**src/rtl/arb_mux_n.sv**
```systemverilog
// arb_mux_n: N-channel arbitrating mux (round-robin or fixed priority) with a registered output and valid/ready handshakes
module arb_mux_n #(
    parameter int WIDTH = 32,
    parameter int N = 4,
    parameter int MODE = 0,
    localparam int SELW = $clog2(N)
) (
    input  logic                 clk,
    input  logic                 rst,
    input  logic [N-1:0]         in_valid,
    input  logic [N*WIDTH-1:0]   in_data,
    output logic [N-1:0]         in_ready,
    output logic                 out_valid,
    output logic [WIDTH-1:0]     out_data,
    output logic [SELW-1:0]      out_sel,
    input  logic                 out_ready
);
    logic             r_valid;
    logic [WIDTH-1:0] r_data;
    logic [SELW-1:0]  r_sel;
    logic [SELW-1:0]  r_ptr;
    logic             w_can_load;
    logic             w_found;
    logic             w_accept;
    logic [SELW-1:0]  w_gidx;
    logic [N-1:0]     w_grant;

    // Channel examined at scan position k: rotated by the pointer in round-robin, plain index in fixed priority
    function automatic logic [SELW-1:0] f_idx(input logic [SELW-1:0] ptr, input int k);
        int j;
        j = (MODE == 0) ? int'(ptr) + k : k;
        return SELW'((j >= N) ? j - N : j);
    endfunction

    assign w_can_load = !r_valid || out_ready;
    assign w_accept   = w_found && w_can_load;
    assign in_ready   = w_grant & {N{w_can_load}};
    assign out_valid  = r_valid;
    assign out_data   = r_data;
    assign out_sel    = r_sel;

    // Pick the first requesting channel in scan order; at most one grant bit is set
    always_comb begin
        w_found = 1'b0;
        w_gidx  = '0;
        w_grant = '0;
        for (int k = 0; k < N; k++) begin
            if (!w_found && in_valid[f_idx(r_ptr, k)]) begin
                w_found = 1'b1;
                w_gidx  = f_idx(r_ptr, k);
                w_grant[f_idx(r_ptr, k)] = 1'b1;
            end
        end
    end

    // Output register and pointer: load on accept (even while draining), clear valid on a drain with no refill
    always_ff @(posedge clk or posedge rst) begin
        if (rst) begin
            r_valid <= 1'b0;
            r_data  <= '0;
            r_sel   <= '0;
            r_ptr   <= '0;
        end else if (w_accept) begin
            r_valid <= 1'b1;
            r_data  <= in_data[w_gidx*WIDTH +: WIDTH];
            r_sel   <= w_gidx;
            if (MODE == 0) r_ptr <= (w_gidx == SELW'(N-1)) ? '0 : w_gidx + 1'b1;
        end else if (out_ready) begin
            r_valid <= 1'b0;
        end
    end
endmodule

```
**config.mk**
```make
export PLATFORM = sky130hd
export DESIGN_NAME = arb_mux_n
export DESIGN_NICKNAME = d
export VERILOG_FILES = /design/src/rtl/arb_mux_n.sv
export SDC_FILE = /design/constraint.sdc
export NUM_CORES = 1
export LEC_CHECK = 0
export ABC_AREA = 1
export BUFFER_PORTS_ARGS = -buffer_cell sky130_fd_sc_hd__buf_2
export CAP_MARGIN = 0
export CORE_MARGIN = 3
export CORE_UTILIZATION = 41
export CTS_BUF_LIST = sky130_fd_sc_hd__clkbuf_8
export CTS_CLUSTER_DIAMETER = 60
export DETAILED_ROUTE_END_ITERATION = 16
export PLACE_DENSITY_LB_ADDON = 0.12
export SLEW_MARGIN = 20
export SYNTH_ARGS = -nofsm -noshare
export SYNTH_HDL_FRONTEND = slang
export SYNTH_SLANG_ARGS = --single-unit
export TNS_END_PERCENT = 20
```
**constraint.sdc**
```tcl
create_clock -name clk -period 2.3 [get_ports clk]
set_input_delay 0.345 -clock clk [delete_from_list [all_inputs] [get_ports clk]]
set_output_delay 0.345 -clock clk [all_outputs]
set_load 0.05 [all_outputs]
```
==> results of run 1 <==
[critical path: stages, from the launching register on]
cell,delay (ns)
dfrtp_2,0.43
buf_6,0.15
nand2_1,0.10
nand3_2,0.11
nand2_4,0.10
inv_2,0.07
nand2_2,0.10
o22ai_1,0.08
a31oi_1,0.20
o21ai_0,0.13
nand2_1,0.07
inv_1,0.04
buf_4,0.18
[metrics by stage]
| stage | setup slack [ns] | TNS (ns) | std cells |
|---|---|---|---|
| after CTS | -0.0751 | -0.175 | 802 |
| after floorplan | 0.00617 | 0 | 520 |
| after detailed placement | -0.0289 | -0.0738 | 788 |
| final | -0.0983 | -0.297 | 809 |
| after global routing | -0.245 | -3.06 | 809 |
| after global placement | 0.0501 | 0 | 788 |
[final cells by class]
class | instances | area, sq um
tap | 99 | 124
sequential | 37 | 927
clock buffer | 6 | 82.6
fill | 729 | 2810
inverter | 89 | 347
timing repair buffer | 204 | 1230
multi-input combinational | 372 | 1940
clock inverter | 2 | 33.8
[worst paths after layout]
| check | to | slack (ns) | cells after the start |
|---|---|---|---|
| min in group clk | out_data[1] | 0.36 | 5 |
| worst max register to register | r_ptr[1] | -0.01 | 14 |
| worst min-delay path | out_data[16] | 0.11 | 2 |
| max in group asynchronous | out_valid | 1.53 | 3 |
| worst min register to register | out_data[5] | 0.49 | 2 |
| worst max-delay path | in_ready[1] | -0.1 | 12 |
[synthesized netlist by cell type (5+ instances only)]
library cell and n:
buf_6 6, clkbuf_1 7, or2_0 7, nand2_1 188, nand2_2 5, or2_2 17, or2_1 13, nor2_1 6
dfrtp_1 37, ha_1 8, nand4_1 14, o21ai_0 5, buf_2 5, nand3_1 85, inv_1 87
[registers in the layout, indices dropped and copies added, names as in the netlist]
name,flops
r_ptr,2
out_data,32
out_valid,1
out_sel,2
[cells by family after synthesis]
logic type	synth area share, %
fa+ha+maj	3.08
compound gates	3.27
flops	28.5
buf+inv	15.0
simple gates	50.2
[per-layer routing]
| metal | vias up | routed length [microns] |
|---|---|---|
| li1 | 1980 | - |
| met1 | 1774 | 4410 |
| met2 | 118 | 5470 |
| met3 | 6 | 626 |
| met4 | 0 | 55 |
| met5 | - | 0 |
[repair_timing]
action	in CTS	in global routing
pin swaps	6	7
resized for setup	25	15
buffers inserted	6	4
gates cloned	0	3
setup endpoints to repair	16	39
==> impl_metrics.py, run 1 <==
metrics = {
    "status": {
        "status": "finished, violations left",
        "failed_checks": "negative setup slack",
    },
    "yosys": {
        "synth_ff_type": "dfrtp_1",
        "syn_nets": 663,
        "synth_area_leaders": "dfrtp_1 28%, nand2_1 22%, nand3_1 13%, inv_1 10%, or2_2 3.3%",
        "synth-edff-count": 0,
        "syn_avg_cell_area_sq_um": 6.25,
        "synth.largest_area_cell": "dfrtp_1",
        "yosys_warnings": 0,
        "synth.distinct_cells": 32,
        "synth_seq_area_share_pct": 28.5,
        "synthArstFlopShare_pct": 100,
        "yosysTopAreaCellShare_pct": 28.5,
        "ys_ff_latch": 37,
        "synthCells": 520,
        "syn_area_sq_um": 3250,
    },
    "clocking": {
        "clock_path_buffers": 2,
        "cts_tree": "built",
        "path_clk_slew_ns": 0.07,
        "ctsHoldBuffers": 0,
        "clock_latency_ns": 0.29,
        "cts_root_buf": "clkbuf_8",
        "cts-htree-levels": 2,
        "cts_buffers": 5,
        "clkSinkCount": 37,
    },
    "global_route": {
        "top_usage_layer": "met2",
        "use_met2_pct": 38.6,
        "grt_use_met1_pct": 27.4,
        "grt_max_degree": 66,
        "gr-usage-met3_pct": 3.79,
        "grt_overflow_total": 0,
        "track_usage_pct": 21.6,
        "grt_pass1_wl_microns": 15700,
        "grt_pass1_vias": 3454,
        "antenna_found_initial": 0,
    },
    "critical_path": {
        "worstPathMaxFanout": 10,
        "crit_path_start": "r_ptr[0]",
        "startpoint_type": "register",
        "reg2reg_from": "r_ptr[0]",
        "end_kind": "primary output",
        "arrival_ns": 2.05,
        "worstPathRequired_ns": 1.96,
        "worst-setup-path-type": "reg2out",
    },
    "sta": {
        "maxSlewHeadroom_pct": 42.8,
        "hold_ws_ns": 0.115,
        "worst_pin_slew_ns": 0.853,
        "clock_skew_ns": 0.00558,
        "finalCriticalPeriod_ns": 2.40,
        "setup_ws_ns": -0.0983,
        "finalMaxSlewViolations": 0,
        "max_freq_mhz": 417,
        "rsz0062_at_grt": "true",
        "setup_viol": 5,
        "finalHoldViolCount": 0,
        "period_share_pct": 104,
    },
    "placement": {
        "dp_hpwl_microns": 7720,
        "dpl_cell_area_sq_um": 4300,
        "gp_congestion": 0.861,
        "portBuffers": 173,
    },
    "die": {
        "fp.dieW_microns": 95.1,
        "die_area_sq_um": 9040,
        "start_util_pct": 43.4,
        "coreArea_sq_um": 7490,
        "io_pins": 174,
        "die_h_microns": 95.1,
        "rows": 31,
    },
    "cells_and_area": {
        "final_layout_size_suffix_gt1_share_pct": 37.7,
        "final_util_pct": 62.5,
        "area_growth_pct": 43.8,
        "diodes": 0,
        "fin_nets": 852,
        "layout_commonest_cell": "nand2_1",
        "final_cell_mix": "177 x nand2_1, 169 x buf_2, 83 x inv_1, 83 x nand3_1, 36 x dfrtp_1",
        "stdcell_area_sq_um": 4680,
    },
    "worst_hold_path": {
        "worstHoldPathType": "in2async",
    },
    "routing": {
        "drt_iter0_markers": 163,
        "drt_pre_antenna_iters": 6,
        "vias": 3878,
        "post-route-drc-count": 0,
        "ant_nets": 0,
        "wirelength_microns": 10600,
        "vias_per_cell": 4.79,
        "wl_per_cell_microns": 13.1,
    },
    "job": {
        "drv_cap": 0,
    },
}
Power of run 1 is left out: the tool's default activity adds up to more than one toggle a clock period on the data nets, which glitch-free logic cannot reach.
==> run 2, diff against run 1 <==
ABC_AREA = unset   (was 1)
==> run 2 against run 1 <==
Sequential share of layout area fell by 1.3 points. Register-to-register slack lost 0.33 ns. The run still ends with negative setup slack left. Final area rose by 7.0%. Die area up 2.5%. First-iteration DRC count down 15%. Hold slack improved by 0.030 ns. Critical path depth is 4 lower. Worst setup slack got worse by 0.29 ns.
==> impl_metrics.py, run 2 <==
metrics = {
    "yosys": {
        "synth.distinct_cells": 49,
        "synthMuxAreaShare_pct": 23.8,
        "syn_avg_cell_area_sq_um": 8.76,
        "yosys.area_share.simple_pct": 18.0,
        "synth_seq_area_share_pct": 27.7,
        "yosysTopAreaCellShare_pct": 27.7,
        "synthArstFlopShare_pct": 100,
        "yosys_warnings": 0,
        "synthAdderAreaFrac_pct": 3.00,
        "synth-edff-count": 0,
        "synth_ff_type": "dfrtp_1",
        "syn_nets": 524,
        "synth_compound_area_share_pct": 21.3,
        "synthCells": 381,
        "synth_top_family_by_area": "multiplexers",
        "synth_common_cells": "55 x nand2_1, 44 x mux2i_1, 37 x dfrtp_1",
        "synth_area_leaders": "dfrtp_1 28%, mux2i_1 13%, nand2_1 6.2%, mux2_4 4.5%, nor2_1 3.8%",
        "synth.most_common_cell": "nand2_1",
        "synth-xor-area-share_pct": 0,
        "synth.largest_area_cell": "dfrtp_1",
        "syn_area_sq_um": 3340,
        "ys_ff_latch": 37,
    },
    "cells_and_area": {
        "final_layout_size_suffix_gt1_share_pct": 52.9,
        "area_growth_pct": 49.9,
        "layout_commonest_cell": "buf_2",
        "largest_register_ffs": 32,
        "stdcell_area_sq_um": 5000,
        "fin_nets": 726,
        "final_cell_mix": "169 x buf_2, 52 x nand2_1, 46 x buf_4, 44 x mux2i_1, 36 x dfrtp_1",
        "final_cells": 686,
        "final_util_pct": 64.1,
        "diodes": 0,
    },
    "critical_path": {
        "worstPathMaxFanout": 7,
        "arrival_ns": 2.34,
        "startpoint_type": "register",
        "cp_slowest_cell": "dfrtp_2",
        "end_kind": "primary output",
        "critPathMaxStageDelay_ns": 0.48,
        "worstPathRequired_ns": 1.96,
        "path_buf_inv": 2,
        "worst-setup-path-type": "reg2out",
        "critPathTopFamily": "simple AND/OR/NAND/NOR gates",
        "path_cells": "clkinv_8 -> ha_4 -> mux4_2 -> nor3_2 -> and2_4 -> a221oi_2 -> nor2_4 -> buf_6",
    },
    "placement": {
        "gp_congestion": 0.892,
        "dpl_cell_area_sq_um": 4670,
        "placed_cells": 674,
        "dp_hpwl_microns": 8550,
        "portBuffers": 173,
        "pre_cts_ws_ns": -0.321,
    },
    "global_route": {
        "grt_max_degree": 38,
        "grt_pass1_vias": 3623,
        "grt_pass1_wl_microns": 16900,
        "antenna_found_initial": 0,
        "grt_overflow_total": 0,
        "track_usage_pct": 23.1,
    },
    "power": {
        "irDropWorstVdd_mv": 0.865,
        "p_per_area_nw_per_um2": 1770,
        "power.clock.fraction_pct": 7.0,
        "seqPwrFrac_pct": 13.1,
        "switching_share_pct": 50.3,
        "p_switching_mw": 4.46,
        "power.total_mw": 8.87,
        "combPwrFrac_pct": 79.9,
        "power.internal_mw": 4.41,
        "p_leak_nw": 2.48,
    },
    "sta": {
        "setup_viol": 39,
        "rsz0062_at_grt": "true",
        "clock_skew_ns": 0.00394,
        "finalMaxSlewViolations": 0,
        "hold_ws_ns": 0.145,
        "finalHoldViolCount": 0,
        "maxSlewHeadroom_pct": 67.5,
        "worst_pin_slew_ns": 0.488,
        "setup_ws_ns": -0.387,
        "period_share_pct": 117,
        "finalCriticalPeriod_ns": 2.69,
        "setup_tns_ns": -11.18,
        "max_freq_mhz": 372,
    },
    "die": {
        "die_area_sq_um": 9260,
        "coreArea_sq_um": 7810,
        "start_util_pct": 42.8,
        "rows": 32,
        "io_pins": 174,
        "die_h_microns": 96.2,
        "fp.dieW_microns": 96.2,
    },
    "routing": {
        "drt_iter0_markers": 139,
        "drt_pre_antenna_iters": 4,
        "ant_nets": 0,
        "wirelength_microns": 11100,
        "wl_per_cell_microns": 16.2,
        "post-route-drc-count": 0,
        "vias": 3795,
        "vias_per_cell": 5.53,
    },
    "clocking": {
        "clkSinkCount": 37,
        "clock_latency_ns": 0.29,
        "path_clk_slew_ns": 0.08,
        "cts_tree": "built",
        "clock_path_buffers": 2,
        "cts_buffers": 5,
        "cts_root_buf": "clkbuf_8",
        "cts-htree-levels": 2,
    },
    "status": {
        "status": "finished, violations left",
        "failed_checks": "negative setup slack",
    },
    "worst_hold_path": {
        "worstHoldPathType": "in2async",
    },
    "job": {
        "drv_cap": 0,
    },
}
run 2: area by class of cell:
type | count | area [sq um]
Clock buffer | 6 | 82.6
Clock inverter | 2 | 37.5
Fill cell | 702 | 2800
Inverter | 6 | 45.0
Multi-Input combinational cell | 306 | 2410
Sequential cell | 37 | 927
Tap cell | 102 | 128
Timing Repair Buffer | 227 | 1380
run 2: layer usage:
layer / track usage, % / share of wire [%] / vias up
li1: - / - / 1827
met1: 30.1 / 41 / 1784
met2: 38.0 / 47 / 164
met3: 5.08 / 9.5 / 20
met4: 7.23 / 1.8 / 0
met5: 0 / 0 / -
run 2: timing repair:
item / in CTS / in global routing
hold buffers: 0 / 0
endpoints found under the setup margin: 38 / 40
pin swaps: 6 / 7
gates resized for setup: 33 / 19
buffers inserted: 4 / 0
run 2: tightest hold or removal path: stages:
cell and delay, ns:
buf_2 0.09, inv_1 0.04, buf_4 0.41
run 2: kinds of logic (layout without fill, tap and decap cells):
group / Yosys count / after routing
AND/OR/NAND/NOR: 132 / 132
AO/OA/AOI/OAI: 98 / 98
multiplexers: 68 / 68
buffers and inverters: 38 / 241
flip-flops: 37 / 37
adder cells (fa/ha/maj): 8 / 8
run 2: path summary, 6_finish.rpt:
path | start | endpoint | slack, ns | cells past startpoint
worst max-delay path | r_ptr[0] | in_ready[0] | -0.39 | 8
worst min-delay path | rst | out_data[15] | 0.14 | 3
worst max register to register | r_ptr[0] | out_data[16] | -0.34 | 10
worst min register to register | out_data[23] | out_data[23] | 0.48 | 2
max in group asynchronous | rst | r_ptr[0] | 1.78 | 3
min in group clk | in_data[115] | out_data[19] | 0.39 | 3
run 2: power by group through the flow:
stage / Sequential [mW] / Combinational [mW] / Clock (mW)
global placement: 1.17 / 6.46 / 0
CTS: 1.17 / 6.94 / 0.625
finish: 1.17 / 7.09 / 0.617
detailed placement: 1.18 / 6.60 / 0
floorplan: 2.25 / 3.83 / 0
global route: 1.21 / 7.59 / 0.652
Note: power is estimated with default switching activity, not from simulation.
==> run 3, diff against run 2 <==
clock period = 3.2 ns   (was 2.3 ns; I/O delays follow)
==> run 3 against run 2 <==
The flow now finishes without violations. Clock skew fell by 0.0011 ns. Wire length fell by 7.3%. Count of clock-buffer cells in the layout fell by 1. Highest routed layer unchanged. First-iteration DRC count rose by 22%. Final area fell by 9.0%. Critical path type unchanged. Register-to-register slack improved by 0.65 ns.
==> impl_metrics.py, run 3 (synthesis gave the netlist of run 2 again) <==
metrics = {
    "status": {
        "status": "complete, no violations",
    },
    "clocking": {
        "clock_latency_ns": 0.29,
        "cts-htree-levels": 2,
        "clock_path_buffers": 2,
        "cts_buffers": 5,
        "path_clk_slew_ns": 0.08,
        "clkSinkCount": 37,
        "cts_root_buf": "clkbuf_8",
        "ctsHoldBuffers": 0,
        "cts_tree": "built",
    },
    "cells_and_area": {
        "final_cell_mix": "169 x buf_2, 55 x nand2_1, 44 x mux2i_1, 35 x dfrtp_1, 30 x nor2_1",
        "layout_commonest_cell": "buf_2",
        "diodes": 0,
        "fillers": 717,
        "area_growth_pct": 36.5,
        "fin_nets": 698,
        "regArea_sq_um": 928,
        "largest_register_ffs": 32,
        "final_layout_size_suffix_gt1_share_pct": 44.6,
        "multiInputGateArea_sq_um": 2250,
    },
    "sta": {
        "max_freq_mhz": 332,
        "setup_tns_ns": 0,
        "finalHoldViolCount": 0,
        "worst_pin_slew_ns": 0.890,
        "maxSlewHeadroom_pct": 40.6,
        "clock_skew_ns": 0.00283,
        "period_share_pct": 94.2,
        "finalMaxSlewViolations": 0,
        "finalCriticalPeriod_ns": 3.01,
        "setup_viol": 0,
        "rsz0062_at_grt": "false",
    },
    "power": {
        "p_per_area_nw_per_um2": 1240,
        "p_leak_nw": 2.27,
        "irDropWorstVdd_mv": 0.596,
        "power.total_mw": 5.66,
    },
    "die": {
        "die_h_microns": 96.2,
        "coreArea_sq_um": 7810,
        "start_util_pct": 42.8,
        "io_pins": 174,
        "fp.dieW_microns": 96.2,
        "rows": 32,
        "die_area_sq_um": 9260,
    },
    "global_route": {
        "grt_max_degree": 37,
        "grt_pass1_vias": 3137,
        "track_usage_pct": 20.9,
        "grt_pass1_wl_microns": 15300,
        "grt_overflow_total": 0,
        "antenna_found_initial": 0,
    },
    "critical_path": {
        "cp_slowest_cell": "dfrtp_2",
        "path_cells": "clkinvlp_4 -> ha_4 -> mux4_2 -> a22oi_1 -> nor2_1 -> a221oi_1 -> nor2_4 -> clkbuf_4",
        "arrival_ns": 2.53,
        "worst-setup-path-type": "reg2out",
        "end_kind": "primary output",
        "worstPathMaxFanout": 8,
        "worstPathRequired_ns": 2.72,
        "critPathTopFamily": "compound AO/OA/AOI/OAI gates",
        "startpoint_type": "register",
        "critPathMaxStageDelay_ns": 0.44,
        "path_buf_inv": 2,
    },
    "placement": {
        "gp_congestion": 0.835,
        "dp_hpwl_microns": 7920,
        "portBuffers": 173,
    },
    "job": {
        "drv_cap": 0,
    },
    "routing": {
        "wl_per_cell_microns": 15.7,
        "vias": 3622,
        "post-route-drc-count": 0,
        "ant_nets": 0,
        "drt_pre_antenna_iters": 5,
        "drt_iter0_markers": 170,
        "vias_per_cell": 5.50,
        "wirelength_microns": 10300,
    },
    "worst_hold_path": {
        "worstHoldPathType": "in2async",
    },
}
-- run 3: cell count changes in the layout (fill, tap and decap cells not counted), sizes merged --
cell and delta:
clkinv -1, clkbuf +3, buf -32, inv +1
bufinv +1
-- run 3: path summary, 6_finish.rpt --
path,slack (ns),cells after the start,startpoint,to
max,0.19,8,r_ptr[1],in_ready[1]
min,0.36,2,rst,out_data[12]
max reg2reg,0.31,10,r_ptr[0],out_data[31]
min reg2reg,0.48,2,out_data[28],out_data[28]
max in group asynchronous,2.08,3,rst,out_data[31]
min in group clk,0.48,2,out_data[28],out_data[28]
-- run 3: final cells by class --
cell class,instances,area share (%)
Inverter,6,0.632
Tap cell,102,2.80
Clock buffer,5,1.51
Multi-Input combinational cell,306,49.4
Timing Repair Buffer,199,23.8
Sequential cell,37,20.4
Clock inverter,3,1.51
-- run 3: per-stage QoR --
stage	area (sq um)	hold WS, ns	std cells	setup slack [ns]	util (%)
final	4560	0.363	658	0.187	58.4
after global routing	4560	0.434	658	0.0354	58.4
after CTS	4480	0.388	650	0.0572	57.4
after detailed placement	4320	0.465	640	0.124	55.4
after global placement	4320	0.459	640	0.250	55.4
after floorplan	3390	0.660	381	0.0147	-
-- run 3: routing by layer --
| metal | global-route usage, % | up-vias | share of wire [%] |
|---|---|---|---|
| met4 | 4.50 | 0 | 0.88 |
| met1 | 27.8 | 1664 | 41 |
| met5 | 0 | - | 0 |
| li1 | - | 1773 | - |
| met2 | 34.1 | 177 | 48 |
| met3 | 5.24 | 8 | 9.6 |
-- run 3: where the power goes --
group | switching, mW | internal [mW]
clock network | 0.185 | 0.314
registers | 0.140 | 0.709
logic | 2.61 | 1.70
-- run 3: what timing repair did --
action | 4_1_cts | 5_1_grt
setup buffers | 2 | 8
gates resized for setup | 1 | 6
endpoints found under the setup margin | 4 | 4
pin swaps | 0 | 0
-- run 3: worst reg2reg max path, cell delays in order (launching register included) --
cell and delay [ns]:
dfrtp_2 0.46, buf_4 0.14, mux4_2 0.54, nor2b_4 0.17, buf_4 0.15, buf_4 0.17
o21ai_1 0.15, and2_1 0.18, buf_4 0.31, mux2_2 0.38, o21ai_1 0.15
